===== src/rtl/seq_pattern_detector.sv =====
// -----------------------------------------------------------------------------
// seq_pattern_detector
//
// Serial bit-pattern detector with a loadable pattern register, optional
// overlapping matches, a saturating match counter and a sticky overflow flag.
//
// Ports (packed into two 8-bit buses):
//   io_in[0]  clock, all state updates on its rising edge
//   io_in[1]  reset, synchronous, active-high
//   io_in[2]  din      serial data bit, or pattern bit while load=1
//   io_in[3]  load     shift din into the pattern register
//   io_in[4]  en       sample din into the history when load=0
//   io_in[5]  overlap  1 = overlapping matches, 0 = non-overlapping
//   io_in[6]  clr      synchronous clear of match counter and overflow flag
//   io_in[7]  unused
//   io_out[0]          match pulse (one cycle, registered)
//   io_out[COUNT_W:1]  saturating match count (upper bits up to [4] read 0)
//   io_out[5]          loading, registered copy of load
//   io_out[6]          armed, history holds PAT_LEN-1 valid samples
//   io_out[7]          ovf, sticky: match seen while count saturated
// -----------------------------------------------------------------------------
module seq_pattern_detector #(
    parameter int                 PAT_LEN     = 3,
    parameter logic [PAT_LEN-1:0] PAT_DEFAULT = 3'b101,
    parameter int                 COUNT_W     = 4
) (
    input  logic [7:0] io_in,
    output logic [7:0] io_out
);

    // Fill only needs to reach PAT_LEN-1 (at most 7).
    localparam int                 FILL_W    = (PAT_LEN > 4) ? 3 : ((PAT_LEN > 2) ? 2 : 1);
    localparam logic [FILL_W-1:0]  FILL_MAX  = FILL_W'(PAT_LEN - 1);
    localparam logic [COUNT_W-1:0] COUNT_MAX = {COUNT_W{1'b1}};

    logic w_clk;
    logic w_rst;
    logic w_din;
    logic w_load;
    logic w_en;
    logic w_overlap;
    logic w_clr;
    logic w_unused;

    assign w_clk     = io_in[0];
    assign w_rst     = io_in[1];
    assign w_din     = io_in[2];
    assign w_load    = io_in[3];
    assign w_en      = io_in[4];
    assign w_overlap = io_in[5];
    assign w_clr     = io_in[6];
    assign w_unused  = io_in[7];

    logic [PAT_LEN-2:0] r_hist;
    logic [FILL_W-1:0]  r_fill;
    logic [PAT_LEN-1:0] r_pat;
    logic [COUNT_W-1:0] r_count;
    logic               r_match;
    logic               r_ovf;
    logic               r_loading;
    logic               r_armed;

    logic [PAT_LEN-2:0] w_hist_nxt;
    logic [FILL_W-1:0]  w_fill_nxt;
    logic [PAT_LEN-1:0] w_pat_nxt;
    logic [COUNT_W-1:0] w_count_nxt;
    logic               w_match_nxt;
    logic               w_ovf_nxt;
    logic               w_armed_nxt;

    logic [PAT_LEN-1:0] w_win;
    logic               w_accept;
    logic               w_hit;

    // Window: oldest sample in the MSB, the bit being presented in the LSB.
    assign w_win    = {r_hist, w_din};
    assign w_accept = w_en & ~w_load;
    assign w_hit    = w_accept & (r_fill == FILL_MAX) & (w_win == r_pat);

    // Next-state logic for history, fill, pattern, match, count and overflow.
    always_comb begin
        w_hist_nxt  = r_hist;
        w_fill_nxt  = r_fill;
        w_pat_nxt   = r_pat;
        w_match_nxt = 1'b0;
        w_count_nxt = r_count;
        w_ovf_nxt   = r_ovf;

        if (w_load) begin
            // Pattern shifts in MSB-first; history is kept but must refill.
            w_pat_nxt  = {r_pat[PAT_LEN-2:0], w_din};
            w_fill_nxt = {FILL_W{1'b0}};
        end else if (w_en) begin
            w_hist_nxt = w_win[PAT_LEN-2:0];
            if (w_hit) begin
                w_match_nxt = 1'b1;
                // Non-overlapping: demand a full fresh pattern's worth of bits.
                w_fill_nxt  = w_overlap ? FILL_MAX : {FILL_W{1'b0}};
            end else if (r_fill != FILL_MAX) begin
                w_fill_nxt = r_fill + FILL_W'(1);
            end else begin
                w_fill_nxt = r_fill;
            end
        end else begin
            w_hist_nxt = r_hist;
            w_fill_nxt = r_fill;
        end

        // clr outranks a coincident match; the match pulse itself still fires.
        if (w_clr) begin
            w_count_nxt = {COUNT_W{1'b0}};
            w_ovf_nxt   = 1'b0;
        end else if (w_hit) begin
            if (r_count != COUNT_MAX) begin
                w_count_nxt = r_count + COUNT_W'(1);
            end else begin
                w_ovf_nxt = 1'b1;
            end
        end else begin
            w_count_nxt = r_count;
            w_ovf_nxt   = r_ovf;
        end

        // Armed is registered from the next fill so it lines up with r_fill.
        w_armed_nxt = (w_fill_nxt == FILL_MAX);
    end

    // State and output registers with synchronous reset.
    always_ff @(posedge w_clk) begin
        if (w_rst) begin
            r_hist    <= {(PAT_LEN-1){1'b0}};
            r_fill    <= {FILL_W{1'b0}};
            r_pat     <= PAT_DEFAULT;
            r_count   <= {COUNT_W{1'b0}};
            r_match   <= 1'b0;
            r_ovf     <= 1'b0;
            r_loading <= 1'b0;
            r_armed   <= 1'b0;
        end else begin
            r_hist    <= w_hist_nxt;
            r_fill    <= w_fill_nxt;
            r_pat     <= w_pat_nxt;
            r_count   <= w_count_nxt;
            r_match   <= w_match_nxt;
            r_ovf     <= w_ovf_nxt;
            r_loading <= w_load;
            r_armed   <= w_armed_nxt;
        end
    end

    assign io_out[0]   = r_match;
    assign io_out[4:1] = 4'(r_count);
    assign io_out[5]   = r_loading;
    assign io_out[6]   = r_armed;
    assign io_out[7]   = r_ovf;

endmodule


===== config.mk =====
export PLATFORM = sky130hd
export DESIGN_NAME = seq_pattern_detector
export DESIGN_NICKNAME = d
export VERILOG_FILES = /design/src/rtl/seq_pattern_detector.sv
export SDC_FILE = /design/constraint.sdc
export NUM_CORES = 1
export LEC_CHECK = 0
export CAP_MARGIN = 10
export CORE_AREA = 2 2 63 65
export DETAILED_ROUTE_END_ITERATION = 8
export DIE_AREA = 0 0 65 67
export GPL_ROUTABILITY_DRIVEN = 0
export PLACE_DENSITY_LB_ADDON = 0.15
export SLEW_MARGIN = 20
export SYNTH_ARGS = -nofsm -noshare
export SYNTH_HDL_FRONTEND = slang
export SYNTH_SLANG_ARGS = --single-unit

===== constraint.sdc =====
create_clock -name io_in -period 2 [get_ports io_in]
set_input_delay 0.2 -clock io_in [delete_from_list [all_inputs] [get_ports io_in]]
set_output_delay 0.2 -clock io_in [all_outputs]
set_load 0.02 [all_outputs]

==> metrics.md <==
| Metric | Value |
|---|---|
| Status | `finished, violations left` |
| Failing checks | `negative setup slack` |
| Internal power | `0.00339 W` |
| Routed Antenna Nets | `0` |
| DRT Pass-1 Iters | `5` |
| Crit-path cells | `clkbuf_16, and3b_2, buf_8, and4_4, buf_8, mux2i_2, clkbuf_8, buf_8, nor2b_1` |
| Min setup slack post-route | `-0.190 ns` |
| CP most frequent cell | `buf_8` |
| Crit end category | `flip-flop` |
| Combinational share of power | `0%` |
| Setup crit start | `io_in[3]` |
| Die width | `65 um` |
| Largest net degree at the start of global routing | `10` |
| Vias in the first global route | `1,465` |
| Synth top cells by count | `15 x dfxtp_1, 9 x nor2_1, 5 x mux2i_1` |
| P_leak | `0.760 nW` |
| Count of different cell masters after synthesis | `29` |
| Sequential area share after synthesis | `41.9%` |
| Crit Reg-Reg Endpoint | `r_fill[1]` |
| Post-detail-place hpwl | `1020 um` |
| Layout net count | `137` |
| Cells on Worst Hold Path | `3` |
| DRC Markers | `0` |
| I/O Pins | `16` |
| Die area | `4360 um2` |
| Cell accounting for the most synthesized area | `dfxtp_1` |
| CTS Hold Bufs | `0` |
| Worst-Skew Late Latency | `0.25 ns` |
| Worst slew margin | `75.5%` |
| Synthesized area | `717 um2` |
| RSZ-0062 raised after global routing | `yes` |
| Critical Path AT | `2.34 ns` |
| Starting Density | `19.9%` |
| Total power | `0.00484 W` |
| Worst-margin pin slew | `0.366 ns` |
| Hold Crit Class | `clock port to flip-flop` |
| Max-cap viol count | `0` |
| Top-count cell post-synth | `dfxtp_1` |
| Reg2reg setup slack | `0.16 ns` |
| VDD IR max | `0.000753 V` |
| Slew Limit Fails | `0` |
| Number of synthesized register bits | `15` |
| Hold path start | `io_in[1]` |
| First-iteration detailed-routing DRC count | `127` |
| Initial antenna violation count | `0` |
| Filler cell count | `321` |
| Die Ht | `67 um` |
| Routed wire length | `3220 um` |
| Share of layout cells above drive strength 1 | `54.0%` |
| CP max FO | `2` |
| Aggregate global-route resource usage | `20.1%` |
| Hold worst-path end | `r_match` |
| Number of flops mapped to enable cells by yosys | `0` |
| Worst-path clk slew | `0.07 ns` |
| Ant. Diodes | `0` |
| Worst stage delay on the critical path | `0.28 ns` |
| Fin cells | `187` |
| Sw power | `0.00145 W` |
| Clk pwr share | `93.1%` |
| Cell Pwr Density | `2790 nW/um2` |
| Yosys warns | `0` |
| Vias after detailed routing | `873` |
| Wire per inst | `17.2 um` |
| GRT Residual Overflow | `0` |
| Placed Cells incl. Taps | `124` |
| Avg Inst Size Synth | `9.69 um2` |
| Post-synth top flop | `dfxtp_1` |
| Top cells by area, synth | `dfxtp_1 42%, mux2i_1 7.0%, ha_1 5.2%` |
| Rows | `22` |
| # port buffers | `8` |
| Critical path's slowest cell | `and3b_2` |
| Final Skew | `0.00275 ns` |
| Global-route wire length before repair | `6010 um` |
| Reg2reg path depth | `10` |
| Crit start category | `clock port` |
| Async SR Flop Fraction | `0%` |
| Area Overhead vs Synth | `142%` |
| Core area | `3610 um2` |
| Setup Viol. Count Final | `4` |
| Layout Cell Area excl Fill | `1740 um2` |
| Syn nets | `85` |
| Worst flop-to-flop path startpoint | `r_fill[0]` |
| Avg Vias per Cell | `4.67` |
| CTS tree | `done` |
| Synth Instances | `74` |
| Seq pwr share | `6.9%` |
| Cell Area, Placed | `812 um2` |
| CP required | `2.15 ns` |
| Sw frac | `30.0%` |
| Synth top area share | `41.9%` |
| Fin. Hold Viols | `0` |
| Critical path class | `clock port to flip-flop` |
[sequential cells by signal, summed over array words and instances (netlist names)]
signal,count
r_fill,2
r_pat,3
r_ovf,1
r_hist,2
r_loading,1
r_armed,1
r_match,1
r_count,4
[worst max path at each step]
stage,endpoint,slack (ns),cells after the start
2_1_floorplan,r_count[3],-0.01,5
3_3_place_gp,r_armed,0.07,4
3_5_place_dp,r_armed,0.07,4
4_1_cts,r_fill[1],-0.29,10
5_1_grt,r_fill[1],-0.25,9
6_report,r_fill[1],-0.19,9
[critical path: cells and delay by family]
kind | cells | cell delay (ns)
muxes | 1 | 0.21
buffers and inverters | 5 | 0.58
and+or+nand+nor | 3 | 0.53
[power groups by stage]
stage	Clock, W	Combinational [W]	Sequential, W
3_5_place_dp	0.000557	0.0000000000692	0.000344
5_1_grt	0.00487	0.0000000000707	0.000334
6_report	0.00451	0.0000000000707	0.000334
3_3_place_gp	0.000557	0.0000000000692	0.000344
4_1_cts	0.00457	0.0000000000692	0.000334
2_1_floorplan	0.000681	0.0000000000639	0.000344
[per-layer routing]
layer	wire [um]	global-route usage (%)	up-vias
met5	0	1.39	-
met1	968	11.4	396
li1	-	-	371
met4	223	41.0	0
met3	388	23.5	24
met2	1640	20.2	82
[per-stage QoR]
stage | hold slack (ns) | utilization (%) | setup slack [ns] | TNS, ns
global placement | 0.0716 | 22.5 | 0.0732 | 0
detailed placement | 0.0716 | 22.5 | 0.0732 | 0
floorplan | 0.127 | - | -0.0114 | -0.0210
global route | 0.0963 | 48.2 | -0.249 | -0.783
CTS | 0.0859 | 48.0 | -0.293 | -1.08
finish | 0.0844 | 48.2 | -0.190 | -0.508
[area by class of cell]
cell class                      count  area, um2  share of cell area (%)
Multi-Input combinational cell     51        472                    27.2
Tap cell                           48       60.1                    3.46
Inverter                            2       7.51                   0.432
Timing Repair Buffer                8       80.1                    4.61
Clock inverter                      5       87.6                    5.04
Sequential cell                    15        300                    17.3
Clock buffer                       58        729                    42.0
[placed cells by master, fill, tap and decap left out, drive strengths merged, types with 2 or more instances in the layout]
cell	count
nor3	3
a21oi	3
nand2b	2
inv	2
xnor2	3
dfxtp	15
clkbuf	42
and2b	3
mux2i	5
buf	16
clkdlybuf4s50	8
or2	2
nand2	3
bufinv	3
a211o	2
nor2b	2
nor2	9
ha	3
[repair_timing]
item / CTS / global route
setup buffers: 11 / 2
endpoints found under the setup margin: 9 / 12
pin swaps: 9 / 3
gates resized for setup: 17 / 14
[logic make-up after synthesis]
logic type      share of synthesized area (%)
xor+xnor                                 3.67
mux                                      6.98
buf+inv                                  7.33
simple gates                             25.0
fa+ha+maj                                5.24
compound gates                           9.95
flops                                    41.9
Note: power is estimated with default switching activity, not from simulation.
